## src/rtl/cacheline_burst_adapter.sv

```systemverilog
// cacheline_burst_adapter
// Memory-side responder for a 256-bit cache line interface. A whole-line fill
// or writeback is carried out as BEATS sequential beats on the memory burst
// bus. When the transaction finishes, the cache sees a single-cycle resp_o.
module cacheline_burst_adapter #(
  parameter int LINE_W  = 256,
  parameter int BURST_W = 64,
  parameter int ADDR_W  = 32
) (
  input  logic               clk,
  input  logic               rst,        // asynchronous, active-low
  input  logic               read_i,
  input  logic               write_i,
  input  logic [ADDR_W-1:0]  address_i,
  input  logic [LINE_W-1:0]  line_i,
  output logic [LINE_W-1:0]  line_o,
  output logic               resp_o,
  output logic [ADDR_W-1:0]  address_o,
  output logic               read_o,
  output logic               write_o,
  output logic [BURST_W-1:0] burst_o,
  input  logic [BURST_W-1:0] burst_i,
  input  logic               resp_i
);

  localparam int BEATS = LINE_W / BURST_W;
  localparam int CNT_W = (BEATS > 1) ? $clog2(BEATS) : 1;
  localparam int IDX_W = $clog2(LINE_W);

  typedef enum logic [1:0] {IDLE, READ, WRITE, DONE} state_t;

  state_t              state_reg, state_next;
  logic [CNT_W-1:0]    cnt_reg;
  logic [ADDR_W-1:0]   addr_reg;
  logic [LINE_W-1:0]   wline_reg;     // line captured for a writeback
  logic [LINE_W-1:0]   buf_reg;       // fill line under assembly
  logic [LINE_W-1:0]   buf_next;
  logic [LINE_W-1:0]   line_out_reg;  // last completed fill line
  logic [IDX_W-1:0]    beat_base;
  logic                last_beat;

  assign beat_base = IDX_W'(cnt_reg) * IDX_W'(BURST_W);
  assign last_beat = (cnt_reg == CNT_W'(BEATS - 1));
  assign address_o = addr_reg;
  assign line_o    = line_out_reg;

  // Fill buffer with the beat arriving this cycle merged in. The last beat
  // goes straight into line_o through this path on the edge into DONE.
  always_comb begin
    buf_next = buf_reg;
    if (state_reg == READ && resp_i) begin
      buf_next[beat_base +: BURST_W] = burst_i;
    end
  end

  // State register.
  always_ff @(posedge clk or negedge rst) begin
    if (!rst) begin
      state_reg <= IDLE;
    end else begin
      state_reg <= state_next;
    end
  end

  // Next-state logic and bus outputs. The outputs are decoded from the state
  // alone, so they remain steady across gaps between beats.
  always_comb begin
    state_next = state_reg;
    read_o     = 1'b0;
    write_o    = 1'b0;
    resp_o     = 1'b0;
    burst_o    = '0;
    case (state_reg)
      IDLE: begin
        if (write_i) begin
          state_next = WRITE;
        end else if (read_i) begin
          state_next = READ;
        end
      end
      READ: begin
        read_o = 1'b1;
        if (resp_i && last_beat) begin
          state_next = DONE;
        end
      end
      WRITE: begin
        write_o = 1'b1;
        burst_o = wline_reg[beat_base +: BURST_W];
        if (resp_i && last_beat) begin
          state_next = DONE;
        end
      end
      DONE: begin
        resp_o     = 1'b1;
        state_next = IDLE;
      end
      default: state_next = IDLE;
    endcase
  end

  // Request capture, beat counting and fill assembly. The address and write
  // line are latched only in IDLE, so changes to the request inputs during a
  // burst have no effect.
  always_ff @(posedge clk or negedge rst) begin
    if (!rst) begin
      cnt_reg      <= '0;
      addr_reg     <= '0;
      wline_reg    <= '0;
      buf_reg      <= '0;
      line_out_reg <= '0;
    end else begin
      case (state_reg)
        IDLE: begin
          if (write_i) begin
            addr_reg  <= address_i;
            wline_reg <= line_i;
          end else if (read_i) begin
            addr_reg <= address_i;
          end
        end
        READ: begin
          if (resp_i) begin
            buf_reg <= buf_next;
            if (last_beat) begin
              cnt_reg      <= '0;
              line_out_reg <= buf_next;
            end else begin
              cnt_reg <= cnt_reg + CNT_W'(1);
            end
          end
        end
        WRITE: begin
          if (resp_i) begin
            if (last_beat) begin
              cnt_reg <= '0;
            end else begin
              cnt_reg <= cnt_reg + CNT_W'(1);
            end
          end
        end
        default: ;
      endcase
    end
  end

endmodule
```

## config.mk

```make
export PLATFORM = sky130hd
export DESIGN_NAME = cacheline_burst_adapter
export DESIGN_NICKNAME = d
export VERILOG_FILES = /design/src/rtl/cacheline_burst_adapter.sv
export SDC_FILE = /design/constraint.sdc
export NUM_CORES = 1
export LEC_CHECK = 0
export ABC_CLOCK_PERIOD_IN_PS = 5200
export CAP_MARGIN = 20
export CELL_PAD_IN_SITES_DETAIL_PLACEMENT = 1
export CELL_PAD_IN_SITES_GLOBAL_PLACEMENT = 1
export CORE_AREA = 2 2 280 282
export DETAILED_ROUTE_END_ITERATION = 10
export DIE_AREA = 0 0 282 284
export GPL_ROUTABILITY_DRIVEN = 0
export PLACE_DENSITY = 0.77
export SYNTH_ARGS = -nofsm -noshare
export SYNTH_HDL_FRONTEND = slang
export SYNTH_SLANG_ARGS = --single-unit
export TNS_END_PERCENT = 5
```

## constraint.sdc

```tcl
create_clock -name clk -period 5.2 [get_ports clk]
set_input_delay 0.52 -clock clk [delete_from_list [all_inputs] [get_ports clk]]
set_output_delay 0.52 -clock clk [all_outputs]
set_load 0.02 [all_outputs]
```

# Yosys cells after proc, flatten, opt, wreduce, memory -nomap -nowiden
# Cells that the tools add are included.
# op_classes
n_addsub	2
mul	0
div	0
order_cmp	0
n_eq_ne	6
n_shift	3
n_mux	13
bitwise	0
reduce_logical	11
# ops
operator	count
256-bit bitwise mux	1
256-bit 2-to-1 mux	1
64-bit by 10-bit variable shift with 256-bit output (first input constant)	1
256-bit by 9-bit indexed part select with 64-bit output	1
64-bit by 10-bit indexed part select with 256-bit output	1
32-bit 2-to-1 mux	2
64-bit 2-to-1 mux	1
8-bit negation with 10-bit output	1
2-bit AND reduction	5
2-bit 2-to-1 mux	4
2-bit == test (second input constant)	3
2-bit one-hot mux with 3 select lines	1
1-bit 2-to-1 mux	3
3-bit inequality test (second input constant)	1
3-bit AND reduction	1
2-bit by 1-bit adder with 2-bit output (second input constant)	1
2-bit by 1-bit == test with 1-bit output (second input constant)	1
1-bit logical AND	2
2-bit zero test	1
2-bit by 1-bit inequality test with 1-bit output (second input constant)	1
2-bit nonzero test	1
2-bit OR reduction	1
# word_totals
register_bits	804
latch_bits	0
ram_bits	0
romBits	0
inputBits	357
output_inout_bits	355
wordCells	41
memories	0

# Longest topological paths before layout
# Gate-level depths: netlist of the first run.
# depth
word_depth	4
depth_mapped	10
mapped_depth_nobuf	5

# Worst setup path after synthesis of the first run
# No wires, ideal clock.
# synth_timing
kind	register -> register
startpoint	register cnt_reg[1]
endpoint	register buf_reg[100]
setup_ns	0.122
arrival_time_ns	2.248
required_time_ns	5.078
setup_slack_ns	2.830
path_stages_with_launch	10
path_buffers	5
period_less_slack_ns	2.370
cell_sequence	dfrtp_1 -> buf_2 -> buf_1 -> inv_1 -> ha_1 -> and4b_1 -> buf_2 -> buf_2 -> buf_2 -> a32o_1
# synth_via
elab_chain_cells	4
word_cells_on_any_way	5
classes_between	add/sub (1); shift (2); mux (2)
# synth_rtl
item	line	source
start: declaration	33	logic [CNT_W-1:0] cnt_reg;
start signal: assignment	129	cnt_reg <= cnt_reg + CNT_W'(1);
start signal: assignment	138	cnt_reg <= cnt_reg + CNT_W'(1);
8-bit negation with 10-bit output *	52	buf_next[beat_base +: BURST_W] = burst_i;
64-bit by 10-bit indexed part select with 256-bit output or 64-bit by 10-bit variable shift with 256-bit output (tied branches)	52	
256-bit bitwise mux *	52	
256-bit 2-to-1 mux *	51	if (state_reg == READ && resp_i) begin
end signal: assignment	124	buf_reg <= buf_next;
end: declaration	36	logic [LINE_W-1:0] buf_reg;
# Every way passes the cells marked *; elsewhere a longest branch is shown, timed or not.
# A chain may end at the register's enable or synchronous reset.

# Worst setup path after layout of the first run
# layout_timing
startpoint	register cnt_reg[0]
endpoint	output burst_o[18]
# layout_via
elab_chain_cells	2
# layout_rtl
item	line	source
256-bit by 9-bit indexed part select with 64-bit output	89	burst_o = wline_reg[beat_base +: BURST_W];
64-bit 2-to-1 mux	73	case (state_reg)
end: declaration	21	output logic [BURST_W-1:0] burst_o,
# Every way passes these cells.

==> reports/results.txt, run 1 <==
Routed wire length - 107000 µm
Comb power frac - 41.7%
Worst-Margin Slew - 1090 ps
Fin cells - 3982
Core Footprint - 77000 µm²
Part of the cycle the worst path needs - 81.3%
Port Buffers - 711
WP data required - 4680 ps
YS warnings - 0
Sequential power share - 36.1%
Hold WC Path Type - input pin to async pin
Cell taking the most area after synthesis - dfrtp_1
# nets final - 3237
TritonCTS clock tree - built
Slew Limit Fails - 0
Initial Util - 40.4%
Initial DRC count - 1733
Die width - 282 µm
Post-Syn Area per Cell - 13.3 µm²
Die footprint - 80100 µm²
First-pass GRT wire length - 162000 µm
Worst setup EP type - output pin
Post-synthesis cell type count - 32
Largest net degree at the start of global routing - 184
Flops & latches, synth - 740
Vias in the first global route - 25300
Worst VDD drop - 303 µV
Area grow syn2layout - 34.0%
Area share of the largest cell type after synthesis - 59.6%
PD cells - 678 nW/µm²
Asr flop ratio synth - 100%
Worst-case clock buffer depth - 3
CTS Hold Bufs - 0
Top post-synthesis cells by area - dfrtp_1 (60%), mux2_2 (11%), a32oi_1 (5.4%)
WHS - -14.2 ps
Antenna Nets Post-Route - 0
Cts bufs inserted - 82
CTS root buffer - clkbuf_16
Initial antenna violation count - 25
WP buf/inv - 2
Rel. slew slack - 27.3%
Crit-path cells - buf_4, mux4_2, and2_1, clkdlybuf4s50_1
Post-synthesis instance area - 31100 µm²
Status - finished, violations left
Synth Flop Type - dfrtp_1
H-Tree Depth - 3
Failing checks - hold timing
Cts repair resizes - 0
Dpl ws - 1470 ps
Final hold vios - 3
Clock Power Share - 22.1%
Post-Place Cells - 3826
Kind of cell adding the most delay to the critical path - buffers and inverters
Syn Nets - 2695
Gr ovfl total - 0
WS Path Type - flip-flop to output pin
Final Skew - 26.5 ps
Max-Cap Viols - 0
First-pass DRT Iterations - 5
Startpoint types - flip-flop
Crit path time final - 4230 ps
RSZ-0062 raised after global routing - no
Share of cells above drive strength 1 - 18.7%
Std cell rows - 102
GRT Total Usage - 26.5%
Cell leakage power - 17.2 nW
Drt wl/cell - 27.0 µm
# IOs - 712
DRC Markers - 0
FMAX - 237 MHz
DP HPWL - 70800 µm
Register area share after synthesis - 59.6%
Crit-path max FO - 48
Final setup viols - 0
Vias/cell - 5.82
Switching Share - 36.2%
Arr. time, crit path - 3710 ps
Clock Latency Late Sink - 630 ps
Vias post-DR - 23200
Slowest cell delay on critical path - 1030 ps
Postcts setup bufs - 0
Internal power - 18.0 mW
TritonCTS Sinks - 740
Final worst slack - 972 ps
P_sw - 10.2 mW
Die Ht - 284 µm
Final TNS setup - 0 ps
Clk pin slew, worst setup/hold paths - 60 ps
Cells after synthesis - 2328
Crit-path slowest cell - dfrtp_4
Post-synth EDFFs - 0
==> layout by cell type, fill, tap and decap left out, types with 3 or more instances in the layout <==
master,instances
buf_4,25
and2_1,64
a32oi_1,191
mux2i_1,3
clkbuf_8,15
dfrtp_1,738
a32o_1,128
clkdlybuf4s50_1,710
a22o_1,127
bufinv_16,12
clkinv_2,20
nor2_1,194
diode_2,7
inv_1,4
nand2_1,6
a21oi_1,193
clkinv_8,3
ha_1,9
clkbuf_1,12
mux4_2,64
inv_2,3
buf_12,13
mux2_2,290
clkbuf_16,84
nand3_4,4
==> Yosys cell counts, types with 4 or more instances <==
master / number
inv_1: 4
a21oi_1: 193
a32oi_1: 191
buf_2: 100
clkbuf_1: 103
mux2_2: 290
nand2_1: 7
and2_1: 65
mux4_2: 64
ha_1: 10
buf_1: 21
dfrtp_1: 740
a32o_1: 128
nor2_1: 194
a22o_1: 127
clkbuf_2: 63
nand3_1: 5
==> worst paths after layout <==
path	from	endpoint	slack, ps	cells past startpoint
max	cnt_reg[0]	burst_o[18]	970	4
min	rst	line_o[221]	-10	1
max reg2reg	cnt_reg[0]	line_o[125]	1460	6
min reg2reg	buf_reg[67]	buf_reg[67]	490	2
max in group asynchronous	rst	buf_reg[160]	3860	2
min in group clk	buf_reg[67]	buf_reg[67]	490	2
==> final cells by class <==
cell class,instances,area [µm²]
fillers,7607,35300
flip-flops and latches,740,18500
multi-input cells,1290,11300
repair buffers,749,7570
clock buffers,111,2350
well taps,1040,1300
clock inverters,38,544
inverters,7,26.3
diodes,7,17.5
==> worst register-to-register path, cell delays in order (launching register included) <==
cell     delay (ps)
dfrtp_4        1030
inv_1           300
ha_1            380
and3b_4         560
buf_12          480
a32oi_1         690
a21oi_1         220
==> stage by stage <==
stage / power, mW / area, µm² / hold WS, ps / utilization [%]
after detailed placement: 21.9 / 38700 / 475 / 50.3
after global placement: 21.4 / 38700 / 460 / 50.3
after global routing: 29.6 / 41600 / 38.3 / 54.1
final: 28.2 / 41600 / -14.2 / 54.1
after CTS: 28.4 / 41600 / 13.1 / 54.1
after floorplan: 16.6 / 31100 / 224 / -
==> kinds of logic (layout without fill, tap and decap cells) <==
logic type	count (synthesis)	after routing	share of synthesized area [%]
AND/OR/NAND/NOR	281	281	4.12
multiplexers	357	357	15.3
flip-flops	740	740	59.6
AO/OA/AOI/OAI	642	642	16.3
other	0	7	0
buffers and inverters	298	905	4.34
adder cells (fa/ha/maj)	10	10	0.403
==> metal layers <==
layer	track usage (%)	vias to the layer above	wire length [µm]
met4	8.98	24	3510
met5	0	-	161
li1	-	9870	-
met1	31.7	12200	41100
met2	45.3	863	54300
met3	7.71	186	8270
==> power groups by stage <==
stage                     Combinational, mW  Sequential [mW]  Clock [mW]
after global placement                 11.4             10.0           0
after CTS                              11.9             10.2        6.37
final                                  11.8             10.2        6.24
after floorplan                        5.67             10.9           0
after detailed placement               11.7             10.2           0
after global routing                   12.5             10.5        6.61
(Power assumes the default switching activity.)
==> run 2: changes to the inputs <==
==> config.mk (replaced) <==
export PLATFORM = sky130hd
export DESIGN_NAME = cacheline_burst_adapter
export DESIGN_NICKNAME = d
export VERILOG_FILES = /design/src/rtl/cacheline_burst_adapter.sv
export SDC_FILE = /design/constraint.sdc
export NUM_CORES = 1
export LEC_CHECK = 0
export ABC_CLOCK_PERIOD_IN_PS = 3800
export CAP_MARGIN = 20
export CELL_PAD_IN_SITES_DETAIL_PLACEMENT = 1
export CELL_PAD_IN_SITES_GLOBAL_PLACEMENT = 1
export CORE_UTILIZATION = 36
export DETAILED_ROUTE_END_ITERATION = 10
export GPL_ROUTABILITY_DRIVEN = 0
export PLACE_DENSITY = 0.72
export SYNTH_ARGS = -nofsm -noshare
export SYNTH_HDL_FRONTEND = slang
export SYNTH_SLANG_ARGS = --single-unit
export TNS_END_PERCENT = 5
==> constraint.sdc (replaced) <==
create_clock -name clk -period 3.8 [get_ports clk]
set_input_delay 0.38 -clock clk [delete_from_list [all_inputs] [get_ports clk]]
set_output_delay 0.38 -clock clk [all_outputs]
set_load 0.02 [all_outputs]
==> reports/results.txt, run 2 (synthesis gave the netlist of run 1 again) <==
Final hold vios - 0 (-3)
Final worst slack - 412 ps (-560 ps)
Share of cells above drive strength 1 - 19.1% (+0.33 points)
CTS root buffer - clkbuf_16
Die footprint - 87400 µm² (+9.2%)
Gr ovfl total - 0 (unchanged)
PD cells - 912 nW/µm² (+35%)
Commonest non-fill, non-tap cell in the layout - dfrtp_1
Rel. slew slack - 28.4% (+1.2 points)
Final Skew - 19.5 ps (-7.04 ps)
Worst VDD drop - 449 µV (+48%)
Initial Util - 36.4% (-3.9 points)
Crit-path max FO - 30 (-38%)
Final setup viols - 0 (unchanged)
Part of the cycle the worst path needs - 89.2%
Initial antenna violation count - 19 (-24%)
Crit-path cells - buf_12, mux4_2, and2_1, clkdlybuf4s50_1
GR peak layer - met2
Core Footprint - 85300 µm² (+11%)
Worst-case clock buffer depth - 3 (unchanged)
DP HPWL - 71900 µm (+1.5%)
FMAX - 295 MHz
Sequential Area - 18500 µm² (about the same)
Largest net degree at the start of global routing - 146 (-21%)
Slew Limit Fails - 0 (unchanged)
First-pass GRT wire length - 160000 µm (-1.4%)
Routed wire length - 106000 µm (-0.90%)
Crit path time final - 3390 ps
Vias/cell - 5.63 (-3.2%)
Die width - 296 µm (+4.9%)
Initial DRC count - 1501 (-13%)
TritonCTS clock tree - built
Multi-input logic area - 11300 µm² (about the same)
H-Tree Depth - 3 (unchanged)
Arr. time, crit path - 3010 ps (-700 ps)
Dpl ws - 743 ps (-727 ps)
TritonCTS Sinks - 740 (unchanged)
Antenna Nets Post-Route - 0 (unchanged)
WP data required - 3420 ps (-1260 ps)
Drt wl/cell - 25.9 µm (-4.1%)
First-pass DRT Iterations - 5 (unchanged)
Status - finished clean
Most frequent cells in the layout - dfrtp_1 (738), clkdlybuf4s50_1 (710), mux2_2 (290), nor2_1 (194), a21oi_1 (193)
# IOs - 712 (unchanged)
Vias post-DR - 23200 (-0.017%)
Cts bufs inserted - 84 (+2.4%)
Vias in the first global route - 24700 (-2.4%)
Slowest cell delay on critical path - 690 ps (-340 ps)
Fillers - 8542 (+12%)
Worst setup EP type - output pin
# nets final - 3258 (+0.65%)
Area grow syn2layout - 35.1%
Hold WC Path Type - input pin to flip-flop
Worst-Margin Slew - 1070 ps (-19.4 ps)
Cell leakage power - 17.2 nW (+0.43%)
GR Util met2 - 40.8% (-4.5 points)
Clk pin slew, worst setup/hold paths - 60 ps (about the same)
WS Path Type - flip-flop to output pin
DRC Markers - 0 (unchanged)
GR Util met3 - 5.76% (-1.9 points)
Crit-path slowest cell - dfrtp_4
Die Ht - 296 µm (+4.1%)
Post-Place Cells - 3948 (+3.2%)
Final TNS setup - 0 ps (unchanged)
Met1 Use GR - 29.6% (-2.1 points)
Fin cells - 4113 (+3.3%)
Startpoint types - flip-flop
Max-Cap Viols - 0 (unchanged)
Clock Latency Late Sink - 610 ps (-20 ps)
GRT Total Usage - 23.9% (-2.5 points)
RSZ-0062 raised after global routing - no
Std cell rows - 107 (+4.9%)
Port Buffers - 711 (unchanged)
Design Power - 38.3 mW (+36%)
==> run 2: changes by cell type in the layout (fill, tap and decap cells not counted), sizes merged <==
| cell | before | now |
|---|---|---|
| buf | 39 | 57 |
| bufinv | 12 | 3 |
| clkbuf | 111 | 129 |
| clkinv | 23 | 17 |
| diode | 7 | 11 |
| dlygate4sd3 | 0 | 1 |
| inv | 8 | 9 |
==> run 2: power breakdown <==
part           switching (mW)  total (mW)  internal, mW  leakage, nW
registers                2.40        14.0          11.6         9.32
clock network            3.33        8.17          4.84         1.38
logic                    8.12        16.1          8.01         6.55
total                    13.9        38.3          24.4         17.2
==> run 2: routing by layer <==
layer	part of all wire [%]	up-vias
met3	6.7	179
met4	3.0	18
met5	0.12	-
li1	-	9918
met1	39	12300
met2	51	781
==> run 2: path summary, 6_finish.rpt <==
path	startpoint	end	slack [ps]	cells after the start
worst max-delay path	cnt_reg[0]	burst_o[7]	410	4
worst min-delay path	line_i[13]	wline_reg[13]	370	2
worst max register to register	cnt_reg[0]	line_o[73]	870	6
worst min register to register	buf_reg[67]	buf_reg[67]	490	2
max in group asynchronous	rst	line_o[183]	2250	3
min in group asynchronous	rst	line_o[93]	420	2
==> run 2: layout make-up <==
type                            instances  share of cell area, %
Multi-Input combinational cell       1290                   26.9
Timing Repair Buffer                  768                   18.7
Antenna cell                           11                 0.0656
Clock inverter                         24                  0.558
Inverter                                7                 0.0626
Clock buffer                          129                   6.09
Tap cell                             1144                   3.41
Sequential cell                       740                   44.2
==> run 2: worst max-delay path, delay by kind of cell, from the launching register on <==
family	cells	cell delay, ps
mux	1	600
flops	1	690
simple gates	1	190
buf+inv	2	870
==> run 2: stage by stage <==
step	cell area (µm²)	hold WS, ps	util [%]
after floorplan	31100	84.4	-
after global routing	41900	341	49.2
after CTS	41900	322	49.1
after global placement	39100	460	45.9
final	41900	368	49.2
after detailed placement	39100	480	45.9
==> run 2: repair_timing <==
action,CTS,global route
hold endpoints to repair,73,0
setup endpoints to repair,0,5
hold buffers,1,0
buffers inserted,0,0
gates resized for setup,0,1
==> run 3: changes to the inputs <==
--- a/config.mk
+++ b/config.mk
@@ -6,13 +6,13 @@
 export NUM_CORES = 1
 export LEC_CHECK = 0
 export ABC_CLOCK_PERIOD_IN_PS = 3800
-export CAP_MARGIN = 20
+export CAP_MARGIN = 0
 export CELL_PAD_IN_SITES_DETAIL_PLACEMENT = 1
 export CELL_PAD_IN_SITES_GLOBAL_PLACEMENT = 1
-export CORE_UTILIZATION = 36
+export CORE_UTILIZATION = 30
 export DETAILED_ROUTE_END_ITERATION = 10
 export GPL_ROUTABILITY_DRIVEN = 0
-export PLACE_DENSITY = 0.72
+export PLACE_DENSITY = 0.62
 export SYNTH_ARGS = -nofsm -noshare
 export SYNTH_HDL_FRONTEND = slang
 export SYNTH_SLANG_ARGS = --single-unit
==> reports/results.txt, run 3 (synthesis gave the netlist of run 1 again) <==
Hold WC Path Type - input pin to flip-flop
Vias in the first global route - 25100 (+1.5%)
Share of cells above drive strength 1 - 19.4% (+0.33 points)
Core Footprint - 102000 µm² (+20%)
Multi-input logic area - 11300 µm² (about the same)
Max-Cap Viols - 0 (unchanged)
Crit-path slowest cell - dfrtp_4
Fillers - 10600 (+24%)
Stages on the worst setup path - 4 (unchanged)
Std cell rows - 117 (+9.3%)
Met1 Use GR - 24.7% (-4.9 points)
# IOs - 712 (unchanged)
Kind of cell adding the most delay to the critical path - buffers and inverters
Final hold vios - 0 (unchanged)
Status - finished clean
Die width - 324 µm (+9.5%)
R2R setup slack - 910 ps (+40 ps)
Worst setup startpoint - cnt_reg[0]
RR Startpoint - cnt_reg[0]
Worst-case clock buffer depth - 3 (unchanged)
Antenna Nets Post-Route - 0 (unchanged)
FMAX - 283 MHz (-4.1%)
Sequential Area - 18500 µm² (unchanged)
R2r endpoint - buf_reg[59]
CTS root buffer - clkbuf_16
Cts repair resizes - 0 (unchanged)
RSZ-0062 raised after global routing - no
Final TNS setup - 0 ps (unchanged)
Slowest cell delay on critical path - 610 ps (-80 ps)
# nets final - 3269 (+0.34%)
Fin cells - 4339 (+5.5%)
Largest net degree at the start of global routing - 107 (-27%)
Worst setup EP type - output pin
Drt wl/cell - 24.8 µm (-4.1%)
WS Path Type - flip-flop to output pin
Die footprint - 105000 µm² (+20%)
Part of the cycle the worst path needs - 93.0% (+3.8 points)
Commonest non-fill, non-tap cell in the layout - dfrtp_1
CP Capture Point - burst_o[20]
Initial antenna violation count - 20 (+1)
WP data required - 3420 ps (about the same)
Cell leakage power - 17.4 nW (+0.65%)
WHS - 337 ps (-31.4 ps)
Worst-Margin Slew - 1060 ps (-13.0 ps)
Clock Latency Late Sink - 640 ps (+30 ps)
Clk pin slew, worst setup/hold paths - 60 ps (about the same)
GR Util met2 - 33.5% (-7.4 points)
Most frequent cells in the layout - dfrtp_1 (738), clkdlybuf4s50_1 (710), mux2_2 (290), nor2_1 (194), a21oi_1 (193)
Initial Util - 30.4% (-6.0 points)
Die Ht - 324 µm (+9.5%)
Gr ovfl total - 0 (unchanged)
GR peak layer - met2
Final Skew - 18.7 ps (-0.765 ps)
TritonCTS Sinks - 740 (unchanged)
Startpoint types - flip-flop
R2r worst-path depth - 5 (-1)
First-pass GRT wire length - 162000 µm (+1.3%)
Final setup viols - 0 (unchanged)
Post-place instance area - 39500 µm² (+0.92%)
GRT Total Usage - 20.4% (-3.6 points)
Postcts setup bufs - 0 (unchanged)
End-of-flow core utilization - 41.5% (-7.7 points)
Worst VDD drop - 444 µV (-1.1%)
DP HPWL - 72100 µm (+0.29%)
Vias/cell - 5.27 (-6.3%)
PD cells - 911 nW/µm² (-0.16%)
Slew Limit Fails - 0 (unchanged)
TritonCTS clock tree - built
WP buf/inv - 2 (unchanged)
DRC Markers - 0 (unchanged)
Vias post-DR - 22900 (-1.2%)
Crit path time final - 3530 ps (+144 ps)
Port Buffers - 711 (unchanged)
First-pass DRT Iterations - 5 (unchanged)
Initial DRC count - 1561 (+4.0%)
Crit-path cells - buf_12, mux4_2, and2_1, clkdlybuf4s50_1
Arr. time, crit path - 3150 ps (+140 ps)
Area grow syn2layout - 36.6%
GR Util met3 - 7.43% (+1.7 points)
Rel. slew slack - 29.4% (+0.97 points)
Crit-path max FO - 57 (+90%)
Post-Place Cells - 4181 (+5.9%)
Finished Cell Area - 42400 µm² (+1.1%)
Cts bufs inserted - 86 (+2.4%)
H-Tree Depth - 3 (unchanged)
Routed wire length - 108000 µm (+1.2%)
## run 3: power breakdown
group	leakage [nW]	internal, mW	switching, mW	total (mW)
registers	9.32	11.6	2.25	13.8
logic	6.60	8.02	8.24	16.3
clock network	1.44	5.17	3.37	8.54
total	17.4	24.8	13.9	38.6
## run 3: what timing repair did
action,4_1_cts,5_1_grt
endpoints found under the hold margin,65,0
endpoints found under the setup margin,0,0
hold buffers,1,0
## run 3: through the flow
step	setup slack (ps)	total power, mW
2_1_floorplan	1430	22.7
3_3_place_gp	879	29.7
3_5_place_dp	778	30.3
4_1_cts	155	39.1
5_1_grt	89.9	40.8
6_report	268	38.6
## run 3: layer usage
| metal | vias to the layer above | routed length [µm] |
|---|---|---|
| met4 | 22 | 2990 |
| li1 | 9933 | - |
| met5 | - | 140 |
| met1 | 11900 | 42700 |
| met2 | 816 | 52200 |
| met3 | 180 | 9600 |
## run 3: worst min-delay path by stage
stage	startpoint	endpoint	slack, ps	depth (start not counted)
finish	line_i[129]	wline_reg[129]	340	2
global route	line_i[129]	wline_reg[129]	300	2
CTS	line_i[129]	wline_reg[129]	290	2
detailed placement	buf_reg[150]	buf_reg[150]	480	1
global placement	buf_reg[67]	buf_reg[67]	460	2
floorplan	rst	address_o[0]	80	0
## run 3: area by class of cell
type                    instances  share of cell area [%]
diodes                          6                  0.0354
clock buffers                 126                    6.10
clock inverters                25                   0.773
inverters                       7                  0.0620
multi-input cells            1290                    26.6
flip-flops and latches        740                    43.7
well taps                    1368                    4.04
repair buffers                777                    18.7
